$ cat src/rtl/vga_sprite_mover.sv
// vga_sprite_mover: button-driven rectangular sprite with hold-to-accelerate motion and registered render
// Ports: clk pixel clock; rst_n async active-low reset; btn_left/right/up/down raw buttons;
//   frame_start one-cycle vblank pulse; video_active display enable; pix_x/pix_y beam position;
//   pos_x/pos_y live sprite corner; pix_rgb/sprite_hit render outputs (1-cycle latency); fast_mode in FAST.
// Optional: define SPRITE_WRAP_EN to wrap at screen limits instead of clamping.
module vga_sprite_mover #(
  parameter int SCREEN_W = 640,
  parameter int SCREEN_H = 480,
  parameter int SPRITE_W = 50,
  parameter int SPRITE_H = 35,
  parameter int INIT_X = 0,
  parameter int INIT_Y = 200,
  parameter int STEP_TICKS = 234375,
  parameter int FAST_AFTER = 16,
  parameter logic [5:0] COLOR = 6'b000011
) (
  input  logic       clk,
  input  logic       rst_n,
  input  logic       btn_left,
  input  logic       btn_right,
  input  logic       btn_up,
  input  logic       btn_down,
  input  logic       frame_start,
  input  logic       video_active,
  input  logic [9:0] pix_x,
  input  logic [9:0] pix_y,
  output logic [9:0] pos_x,
  output logic [9:0] pos_y,
  output logic [5:0] pix_rgb,
  output logic       sprite_hit,
  output logic       fast_mode
);
  localparam int MAXX = SCREEN_W - SPRITE_W;
  localparam int MAXY = SCREEN_H - SPRITE_H;
  localparam int TW = STEP_TICKS > 1 ? $clog2(STEP_TICKS) : 1;
  localparam int SW = $clog2(FAST_AFTER + 1);
  typedef enum logic [1:0] {IDLE, SLOW, FAST} state_t;
  state_t state_q, state_d;
  logic [3:0] sync1_q, sync1_d, sync2_q, dir_q, dir_d;
  logic [TW-1:0] tick_q, tick_d;
  logic [SW-1:0] step_q, step_d;
  logic [9:0] pos_x_q, pos_x_d, pos_y_q, pos_y_d, disp_x_q, disp_x_d, disp_y_q, disp_y_d;
  logic [5:0] rgb_q, rgb_d;
  logic hit_q, hit_d, fast_q, fast_d, do_step, in_x, in_y;
  logic [1:0] amt;
  // Signed 11-bit sum exposes underflow below 0 before the limit decision.
  function automatic logic [9:0] axis(input logic [9:0] p, input logic inc, input logic dec,
                                      input logic [1:0] a, input int mx);
    logic signed [10:0] n;
    n = $signed({1'b0, p}) + (inc ? $signed({9'd0, a}) : dec ? -$signed({9'd0, a}) : 11'sd0);
`ifdef SPRITE_WRAP_EN
    axis = n < 0 ? 10'(mx) : n > mx ? 10'd0 : n[9:0];
`else
    axis = n < 0 ? 10'd0 : n > mx ? 10'(mx) : n[9:0];
`endif
  endfunction
  always_ff @(posedge clk or negedge rst_n)
    if (!rst_n) state_q <= IDLE;
    else state_q <= state_d;
  // Direction vector {x+, x-, y+, y-}; opposite buttons cancel on their axis.
  always_comb begin
    sync1_d = {btn_left, btn_right, btn_up, btn_down};
    dir_d = {sync2_q[2] & ~sync2_q[3], sync2_q[3] & ~sync2_q[2],
             sync2_q[0] & ~sync2_q[1], sync2_q[1] & ~sync2_q[0]};
  end
  // A direction change restarts acceleration; otherwise the tick counter paces the steps.
  always_comb begin
    state_d = state_q;
    tick_d = '0;
    step_d = step_q;
    do_step = 1'b0;
    if (dir_d == 4'd0) begin
      state_d = IDLE;
      step_d = '0;
    end else if (state_q == IDLE || dir_d != dir_q) begin
      state_d = SLOW;
      step_d = '0;
    end else if (tick_q == TW'(STEP_TICKS - 1)) begin
      do_step = 1'b1;
      step_d = step_q == SW'(FAST_AFTER) ? step_q : step_q + 1'b1;
      state_d = step_d == SW'(FAST_AFTER) ? FAST : state_q;
    end else begin
      tick_d = tick_q + 1'b1;
    end
  end
  // The draw latch samples the pre-step position so a frame never shows a half-applied move.
  always_comb begin
    amt = state_q == FAST ? 2'd2 : 2'd1;
    pos_x_d = do_step ? axis(pos_x_q, dir_d[3], dir_d[2], amt, MAXX) : pos_x_q;
    pos_y_d = do_step ? axis(pos_y_q, dir_d[1], dir_d[0], amt, MAXY) : pos_y_q;
    disp_x_d = frame_start ? pos_x_q : disp_x_q;
    disp_y_d = frame_start ? pos_y_q : disp_y_q;
    in_x = {1'b0, pix_x} >= {1'b0, disp_x_q} && {1'b0, pix_x} < {1'b0, disp_x_q} + 11'(SPRITE_W);
    in_y = {1'b0, pix_y} >= {1'b0, disp_y_q} && {1'b0, pix_y} < {1'b0, disp_y_q} + 11'(SPRITE_H);
    hit_d = video_active & in_x & in_y;
    rgb_d = hit_d ? COLOR : 6'd0;
    fast_d = state_d == FAST;
  end
  always_ff @(posedge clk or negedge rst_n)
    if (!rst_n) begin
      sync1_q <= '0;
      sync2_q <= '0;
      dir_q <= '0;
      tick_q <= '0;
      step_q <= '0;
      pos_x_q <= 10'(INIT_X);
      pos_y_q <= 10'(INIT_Y);
      disp_x_q <= 10'(INIT_X);
      disp_y_q <= 10'(INIT_Y);
      rgb_q <= '0;
      hit_q <= 1'b0;
      fast_q <= 1'b0;
    end else begin
      sync1_q <= sync1_d;
      sync2_q <= sync1_q;
      dir_q <= dir_d;
      tick_q <= tick_d;
      step_q <= step_d;
      pos_x_q <= pos_x_d;
      pos_y_q <= pos_y_d;
      disp_x_q <= disp_x_d;
      disp_y_q <= disp_y_d;
      rgb_q <= rgb_d;
      hit_q <= hit_d;
      fast_q <= fast_d;
    end
  assign pos_x = pos_x_q;
  assign pos_y = pos_y_q;
  assign pix_rgb = rgb_q;
  assign sprite_hit = hit_q;
  assign fast_mode = fast_q;
endmodule
$ cat config.mk
export PLATFORM = sky130hd
export DESIGN_NAME = vga_sprite_mover
export DESIGN_NICKNAME = d
export VERILOG_FILES = /design/src/rtl/vga_sprite_mover.sv
export SDC_FILE = /design/constraint.sdc
export NUM_CORES = 1
export LEC_CHECK = 0
export CAP_MARGIN = 0
export CELL_PAD_IN_SITES_DETAIL_PLACEMENT = 0
export CELL_PAD_IN_SITES_GLOBAL_PLACEMENT = 1
export CORE_MARGIN = 5
export CORE_UTILIZATION = 48
export CTS_CLUSTER_SIZE = 25
export DETAILED_ROUTE_END_ITERATION = 10
export GPL_ROUTABILITY_DRIVEN = 0
export PLACE_DENSITY = 0.84
export SLEW_MARGIN = 20
export SYNTH_ARGS = -nofsm -noshare
export SYNTH_HDL_FRONTEND = slang
export SYNTH_SLANG_ARGS = --single-unit
$ cat constraint.sdc
create_clock -name clk -period 6.6 [get_ports clk]
set_clock_uncertainty 0.1 [all_clocks]
set_input_delay 1.32 -clock clk [delete_from_list [all_inputs] [get_ports clk]]
set_output_delay 1.32 -clock clk [all_outputs]
set_load 0.02 [all_outputs]
==> metrics, run 1 <==
mapped cell area=6130 µm²; post-CTS sizing=0; compound-gate portion of the synthesized area=20.6%; fin crit period=4320 ps; largest fanout on the critical path=13; CP Capture Type=register; share of the synthesized area in the top cell type=29.8%; CTS tree=yes; area leader, netlist=dfrtp_1; Max Cap Viol=0; vias in the first global route=4947; ratio of cells with drive above 1 in the final layout=4.12%; Min-Delay Path Class=reg -> reg; Switching Fraction=23.9%; Synth Instances=727; Final WS setup=2280 ps; Slowest Stage Delay on Critical Path=550 ps; Slew Viols, Final=0; commonest non-fill, non-tap cell in the layout=dfrtp_1; filler cell count=1190; syn_area_per_cell=8.43 µm²; top cells by area, synth=dfrtp_1, ha_1, o21ai_0, xnor2_1, nand2_1; setup TNS=0 ps; P_leak=2.90 nW; clock buffer depth=2; Simple-Gate Fraction of Synth Area=19.9%; post-route insts no fill=925; yosys warns=0; worst vdd ir=121 µV; fin crit share=65.4%; Post-Synth XOR/XNOR Area=6.58%; Post CTS Setup Buffer Count=0; post-route ant nets=0; Post-Place Cells=909; diode count=0; grt ovf=0; reported net switching power=0.000270 W; Post-Synth Adder-Cell Area=12.7%; Yosys reg bits=79; post-synthesis cell type count=69; worst-skew pair later-pin latency=340 ps; vias per cell=5.70; initial cell density of the core=48.7%; pre-CTS setup slack=2300 ps; clock sink count=79; Worst path slowest cell=mux4_2; Crit Path Class=reg -> reg; DRC viols=0; hold bufs inserted after CTS=0; Comb pwr share=10.4%; H-tree depth=3; Final Power=0.00113 W; post-route cell area=6980 µm²; core area=12600 µm²; HPWL Detailed=10300 µm; crit-path cells=inv_1 -> ha_1 -> clkinv_1 -> o21ai_0 -> fa_1 -> nand4bb_1 -> and4_1 -> o22ai_1 -> xor2_1 -> mux4_2 -> a21oi_1 -> nor3_1 -> a22o_1; Clock power frac=45.8%; EDFF count, synth=0; setup violators final=0; largest net degree at the start of global routing=80; CTS root buf=clkbuf_16; wire per inst=14.9 µm; Die ar.=15100 µm²; initial DRC count=268; IO Port Bufs=51; Die W=123 µm; Worst Path Arrival=4440 ps; Reg power frac=43.8%; internal power=0.000856 W; via count=5269; largest family of logic cells by synthesized area=compound AO/OA/AOI/OAI gates; Total Wirelength=13800 µm; CTS clk-pin slew, worst paths=60 ps; outcome=finished clean; initial antenna violation count=0; ys flop type=dfrtp_1; # nets final=837; DP Area=6660 µm²; CTS buffer count=9; ys async rst share=100%; io pins=56; Hold Fails Final Rpt=0; floorplan row count=41; measured slew at the worst slew-check pin=948 ps; crit start category=register; RSZ-0062 raised after global routing=false; commonest cells after routing, fill and taps aside=dfrtp_1, nand2_1, o21ai_0; Critical Path RT=6730 ps; fmax=232 MHz; first-pass GRT wire length=23400 µm; GRT Overall Usage=18.9%; post-synthesis sequential area ratio=32.4%; Power Density=161 nW/µm²; Slew HR=36.8%; Area Overhead vs Synth=14.0%; Detailed Routing Iterations Pass 1=5; multiplexer share of the synthesized area=1.72%; Die H=123 µm
## layout make-up
class	count	area, µm²	share of cell area [%]
clock buffer	11	253	3.62
clock inverter	5	63.8	0.914
inverter	43	161	2.31
multi-input combinational	563	3790	54.2
sequential	79	1980	28.4
tap	172	215	3.08
timing repair buffer	52	519	7.44
## state kept, by name, summed over array words and instances, names as in the netlist
name,cells
dir_q,4
disp_x_q,10
disp_y_q,10
fast_mode,1
pix_rgb,1
pos_x,10
pos_y,10
state_q,2
step_q,5
sync1_q,4
sync2_q,4
tick_q,18
## metal layers
metal	up-vias	share of wire, %	global-route usage (%)
li1	2622	-	-
met1	2500	48	26.4
met2	135	46	31.1
met3	12	4.7	2.97
met4	0	0.95	4.29
met5	-	0	0
## cells in the mapped netlist (7+ instances only)
master / instances
nand2b_1: 10
xnor2_1: 34
clkbuf_1: 30
a21oi_1: 47
nand3_1: 19
o21ai_0: 65
nor2_1: 58
nand2_1: 67
or3_1: 16
xor2_1: 12
o31ai_1: 8
a21o_1: 14
o21a_1: 10
inv_1: 42
dfrtp_1: 73
ha_1: 59
nor3_1: 18
nor2b_1: 7
## cell families (layout without fill, tap and decap cells)
kind of cell / count (synthesis) / count (layout)
AOI/OAI and AO/OA: 201 / 201
xor gates and xnor gates: 46 / 46
adders and majority gates: 61 / 61
buffers and inverters: 88 / 111
DFF: 79 / 79
muxes: 9 / 9
other: 1 / 4
and+or+nand+nor: 242 / 242
## metrics by stage
step | utilization [%] | hold WS (ps)
global placement | 53.0 | 231
detailed placement | 53.0 | 237
finish | 55.6 | 248
global route | 55.6 | 266
floorplan | - | 231
CTS | 55.5 | 251
## critical path: cells and delay by family, from the launching register on
family                     cells  cell delay, ps
AOI/OAI and AO/OA              4            1200
DFF                            1             400
adders and majority gates      2             820
xor gates and xnor gates       1             250
buffers and inverters          2             430
muxes                          1             550
and+or+nand+nor                3             450
## path summary, 6_finish.rpt
kind / end / slack (ps) / startpoint / cells past startpoint
max: pos_x[0] / 2280 / sync2_q[2] / 13
min: sync2_q[0] / 250 / sync1_q[0] / 0
max reg2reg: pos_x[0] / 2280 / sync2_q[2] / 13
min reg2reg: sync2_q[0] / 250 / sync1_q[0] / 0
max in group asynchronous: disp_y_q[8] / 5010 / rst_n / 1
min in group asynchronous: tick_q[1] / 910 / rst_n / 1
## power groups by stage
stage	sequential (W)	clock [W]	combinational, W
6_report	0.000493	0.000516	0.000117
5_1_grt	0.000494	0.000546	0.000132
4_1_cts	0.000493	0.000530	0.000118
3_5_place_dp	0.000502	0	0.000117
3_3_place_gp	0.000501	0	0.000114
2_1_floorplan	0.000502	0	0.0000734
Note: power is estimated with default switching activity, not from simulation.
==> inputs of run 2 (changes only) <==
Settings changed: CORE_UTILIZATION 48 to 45, PLACE_DENSITY 0.84 to 0.79.
Clock period 6.6 ns to 4.23 ns, I/O delays scaled along.
==> metrics, run 2 (synthesis gave the netlist of run 1 again) <==
outcome=finished clean (unchanged); diode count=0 (unchanged); # nets final=842 (was 837); CTS tree=yes (unchanged); CTS buffer count=9 (unchanged); vias per cell=5.60 (was 5.70); setup violators final=0 (unchanged); Die H=127 µm (was 123 µm); max reg flops=18 (unchanged); DP Area=6710 µm² (was 6660 µm²); largest net degree at the start of global routing=80 (unchanged); grt ovf=0 (unchanged); CTS root buf=clkbuf_16 (unchanged); Detailed Routing Iterations Pass 1=4 (was 5); Core Util, Final=52.7% (was 55.6%); crit-path cells=inv_1 -> ha_1 -> clkinv_1 -> o21ai_0 -> fa_2 -> nand4bb_1 -> and4_1 -> o22ai_1 -> xor2_1 -> mux4_2 -> a21oi_1 -> nor3_1 -> a22o_1 (was inv_1 -> ha_1 -> clkinv_1 -> o21ai_0 -> fa_1 -> nand4bb_1 -> and4_1 -> o22ai_1 -> xor2_1 -> mux4_2 -> a21oi_1 -> nor3_1 -> a22o_1); post-CTS sizing=0 (unchanged); Biggest register=tick_q (unchanged); via count=5221 (was 5269); initial DRC count=276 (was 268); GRT Overall Usage=18.1% (was 18.9%); core area=13300 µm² (was 12600 µm²); wire per inst=15.4 µm (was 14.9 µm); Slew Viols, Final=0 (unchanged); io pins=56 (unchanged); hold bufs inserted after CTS=0 (unchanged); fin crit share=92.4% (was 65.4%); H-tree depth=3 (unchanged); Slowest Stage Delay on Critical Path=550 ps (about the same); RSZ-0062 raised after global routing=false (unchanged); floorplan row count=42 (was 41); crit start category=register (unchanged); clock buffer depth=2 (unchanged); Worst path slowest cell=mux4_2 (unchanged); Min-Delay Path Class=reg -> reg (unchanged); CTS clk-pin slew, worst paths=60 ps (about the same); largest fanout on the critical path=8 (was 13); Die W=127 µm (was 123 µm); Final Power=0.00173 W (was 0.00113 W); setup TNS=0 ps (unchanged); Crit Path Class=reg -> reg (unchanged); Max Cap Viol=0 (unchanged); HPWL Detailed=10600 µm (was 10300 µm); Hold WS=248 ps (about the same); commonest cells after routing, fill and taps aside=dfrtp_1, nand2_1, o21ai_0 (unchanged); post-route ant nets=0 (unchanged); initial antenna violation count=0 (unchanged); family with the most delay on the worst path=compound AO/OA/AOI/OAI gates (unchanged); first-pass GRT wire length=24200 µm (was 23400 µm); vias in the first global route=5114 (was 4947); Hold Fails Final Rpt=0 (unchanged); commonest non-fill, non-tap cell in the layout=dfrtp_1 (unchanged); Area Overhead vs Synth=14.4% (was 14.0%); Worst Path Arrival=4030 ps (was 4440 ps); Critical Path RT=4350 ps (was 6730 ps); post-route cell area=7010 µm² (was 6980 µm²); IO Port Bufs=51 (unchanged); clock sink count=79 (unchanged); worst vdd ir=151 µV (was 121 µV); Post CTS Setup Buffer Count=0 (unchanged); fmax=256 MHz (was 232 MHz); Slew HR=40.8% (was 36.8%); CP Capture Type=register (unchanged); Buf/Inv on CP=2 (unchanged); ratio of cells with drive above 1 in the final layout=4.63% (was 4.12%); fin crit period=3910 ps (was 4320 ps); P_leak=2.92 nW (was 2.90 nW); Die ar.=16000 µm² (was 15100 µm²); Total Wirelength=14400 µm (was 13800 µm); measured slew at the worst slew-check pin=887 ps (was 948 ps); Power Density=247 nW/µm² (was 161 nW/µm²); worst-skew pair later-pin latency=330 ps (was 340 ps); DRC viols=0 (unchanged); initial cell density of the core=46.1% (was 48.7%)
run 2: path summary, 6_finish.rpt:
path | startpoint | to | slack (ps) | cells after the start
min | sync1_q[3] | sync2_q[3] | 250 | 0
max reg2reg | sync2_q[2] | pos_x[0] | 320 | 13
min in group asynchronous | rst_n | step_q[3] | 430 | 1
max | sync2_q[2] | pos_x[0] | 320 | 13
max in group asynchronous | rst_n | disp_y_q[1] | 3100 | 1
min reg2reg | sync1_q[3] | sync2_q[3] | 250 | 0
run 2: routing by layer:
layer	vias to the layer above	track usage [%]	part of all wire, %
met1	2466	23.4	46
met5	-	0	0
met3	19	2.27	4.3
met4	0	6.62	1.8
met2	108	30.9	48
li1	2628	-	-
run 2: cell type report:
cell class,instances,area [µm²]
inverters,43,161
flip-flops and latches,79,1980
fillers,1241,6290
well taps,176,220
clock buffers,11,253
repair buffers,57,557
multi-input cells,563,3790
clock inverters,3,43.8
run 2: worst reg2reg max path: stages, from the launching register on:
cell and delay (ps):
dfrtp_1 400, inv_1 90, ha_1 330, clkinv_1 130, o21ai_0 360, fa_2 370
nand4bb_1 110, and4_1 240, o22ai_1 310, xor2_1 240, mux4_2 550, a21oi_1 270
nor3_1 80, a22o_1 210
run 2: per-stage QoR:
stage,std cells,setup WS [ps]
floorplan,730,372
global placement,918,527
detailed placement,918,358
CTS,932,334
global route,932,22.0
finish,932,320
run 2: power breakdown:
| group | total [W] | switching, W | internal [W] |
|---|---|---|---|
| Sequential | 0.000770 | 0.00000568 | 0.000764 |
| Clock | 0.000774 | 0.000292 | 0.000482 |
| Combinational | 0.000188 | 0.000108 | 0.0000807 |
| Total | 0.00173 | 0.000405 | 0.00133 |
==> edit, RTL diff (settings of run 1) <==
Add a define of `SPRITE_WRAP_EN`.
--- a/src/rtl/vga_sprite_mover.sv
+++ b/src/rtl/vga_sprite_mover.sv
@@ -4,4 +4,6 @@
 //   pos_x/pos_y live sprite corner; pix_rgb/sprite_hit render outputs (1-cycle latency); fast_mode in FAST.
 // Optional: define SPRITE_WRAP_EN to wrap at screen limits instead of clamping.
+`define SPRITE_WRAP_EN
+
 module vga_sprite_mover #(
   parameter int SCREEN_W = 640,
Check against the original RTL: no difference found for any inputs over 10 cycles, from zero or initial values and one cycle with rst_n low; that may be too few to reach the edited logic, so the function may still have changed.
==> edit against run 1 <==
Area after synthesis is 1.8% higher; power is 5.4% lower; highest routed layer unchanged; sequential cell count stayed put; cell area increased by 1.1%; non-clock buffer count increased by 2; final cell count increased by 0.11%; worst setup slack got worse by 220 ps; largest power group is now registers; wire length is 1.1% higher.
==> edit: results (changes against run 1) <==
| Metric | Value |
|---|---|
| Layout cells sized above 1 | 5.04% (was 4.12%) |
| Mean post-synth cell area | 8.58 µm² (was 8.43 µm²) |
| Later-pin clock latency in the skew report | 330 ps |
| Sw frac | 24.4% (was 23.9%) |
| Largest register FFs | 18 (unchanged) |
| Leakage power total | 0.00289 µW (was 0.00290 µW) |
| Startpoint types | register (unchanged) |
| Max VDD drop | 0.000109 V (was 0.000121 V) |
| Post-synthesis mux area share | 0.501% (was 1.72%) |
| Post-placement cell area | 6760 µm² (was 6660 µm²) |
| Fillcell total | 1166 (was 1190) |
| Setup repair bufs after CTS | 0 (unchanged) |
| Hpwl dp | 10.4 mm (was 10.3 mm) |
| DR iter-0 viols | 321 (was 268) |
| Slew @ Worst Pin | 951 ps (was 948 ps) |
| Synth Area in Compound Gates | 21.7% (was 20.6%) |
| First-pass GRT wire length | 23.7 mm (was 23.4 mm) |
| Dpl cells | 909 (unchanged) |
| Post-Synth Adder-Cell Area | 12.5% (was 12.7%) |
| Cts repair resizes | 0 (unchanged) |
| Global-route usage over all layers | 18.8% (was 18.9%) |
| XOR/XNOR share of the synthesized area | 6.88% (was 6.58%) |
| Ranking of synthesized cells by area | dfrtp_1 (29%), ha_1 (12%), xnor2_1 (5.5%) (was dfrtp_1 (30%), ha_1 (12%), o21ai_0 (5.3%)) |
| Drt via density | 5.75 (was 5.70) |
| Async SR Flop Fraction | 100% (unchanged) |
| Synth unique cells | 75 (was 69) |
| Antenna violations before repair | 0 (unchanged) |
| Post-synth top cells | dfrtp_1 (73), nand2_1 (65), nor2_1 (62) (was dfrtp_1 (73), nand2_1 (67), o21ai_0 (65)) |
| Worst EP arrival | 4650 ps (was 4440 ps) |
| Register area share after synthesis | 31.8% (was 32.4%) |
| Clk buf depth | 2 (unchanged) |
| Pin count of the biggest net entering global routing | 80 (unchanged) |
| Final cell count without fillers | 926 (was 925) |
| Routed len/inst | 15.1 µm (was 14.9 µm) |
| Critical Path End | pos_x[3] (was pos_x[0]) |
| Final layout net count | 838 (was 837) |
| R2r startpoint | sync2_q[2] (unchanged) |
| R2r setup slk | 2060 ps (was 2280 ps) |
| Num CTS Buffers | 9 (unchanged) |
| I/O Buffers | 51 (unchanged) |
| H-tree Lvls | 3 (unchanged) |
| Status | complete, no violations (unchanged) |
| Clk pin slew, worst setup/hold paths | 60 ps (about the same) |
| Vias in the first global route | 5128 (was 4947) |
| P&R area growth vs syn | 13.2% (was 14.0%) |
| HP Class | register to register (unchanged) |
| CP Max Fanout | 14 (was 13) |
| Yosys warning total | 0 (unchanged) |
edit: changes by cell type after synthesis, sizes merged, moves of 7 or more:
cell / run 1 / this run
or3: 16 / 9
o211ai: 1 / 8
buf: 15 / 24
a21oi: 47 / 31
clkbuf: 30 / 22
a211oi: 2 / 10
o21ai: 65 / 57
edit: stage by stage:
| stage | setup slack [ps] | total power, µW | util, % | hold slack, ps |
|---|---|---|---|---|
| final | 2060 | 1070 | 55.7 | 247 |
| after global routing | 1600 | 1120 | 55.7 | 262 |
| after CTS | 2140 | 1080 | 55.5 | 248 |
| after detailed placement | 2160 | 622 | 53.3 | 235 |
| after global placement | 2380 | 618 | 53.3 | 236 |
| after floorplan | 3070 | 578 | - | 231 |
edit: worst min-delay path by stage:
stage               startpoint  slack [ps]    endpoint  depth (start not counted)
finish              sync1_q[1]         250  sync2_q[1]                          0
global route        sync1_q[1]         260  sync2_q[1]                          0
CTS                 sync1_q[1]         250  sync2_q[1]                          0
detailed placement  sync1_q[1]         230  sync2_q[1]                          0
global placement    sync1_q[1]         240  sync2_q[1]                          0
floorplan           sync1_q[0]         230  sync2_q[0]                          0
edit: cell families (layout without fill, tap and decap cells):
kind of cell	Yosys count	after routing
AO/OA/AOI/OAI	199	199
XOR/XNOR	49	49
adder cells (fa/ha/maj)	61	61
buffers and inverters	85	109
flip-flops	79	79
multiplexers	3	3
other	1	4
AND/OR/NAND/NOR	250	250
edit: metal layers:
metal / track usage [%] / up-vias / routed length, µm
met4: 4.65 / 0 / 102
li1: - / 2664 / -
met1: 24.9 / 2505 / 6460
met5: 0 / - / 0
met2: 32.4 / 145 / 6740
met3: 2.45 / 8 / 660
edit: layout make-up:
class	count	area [µm²]	share of cell area, %
Multi-Input combinational cell	566	3880	55.0
Sequential cell	79	1980	28.1
Timing Repair Buffer	54	551	7.80
Clock buffer	11	243	3.44
Tap cell	172	215	3.05
Inverter	39	151	2.14
Clock inverter	5	33.8	0.478
edit: power groups by stage:
stage	Sequential (µW)	Clock [µW]	Combinational, µW
floorplan	501	0	76.3
global placement	502	0	116
detailed placement	502	0	120
CTS	493	465	121
global route	494	487	137
finish	493	451	121
edit: worst max-delay path, stage by stage (launching register included):
cell	delay, ps
dfrtp_1	400
inv_1	80
ha_1	490
inv_1	250
o21ai_0	360
fa_1	360
nor4bb_1	590
a211o_1	230
a32o_1	200
o21ai_2	80
xnor2_1	180
a31oi_1	660
o21ai_0	170
a22o_1	270
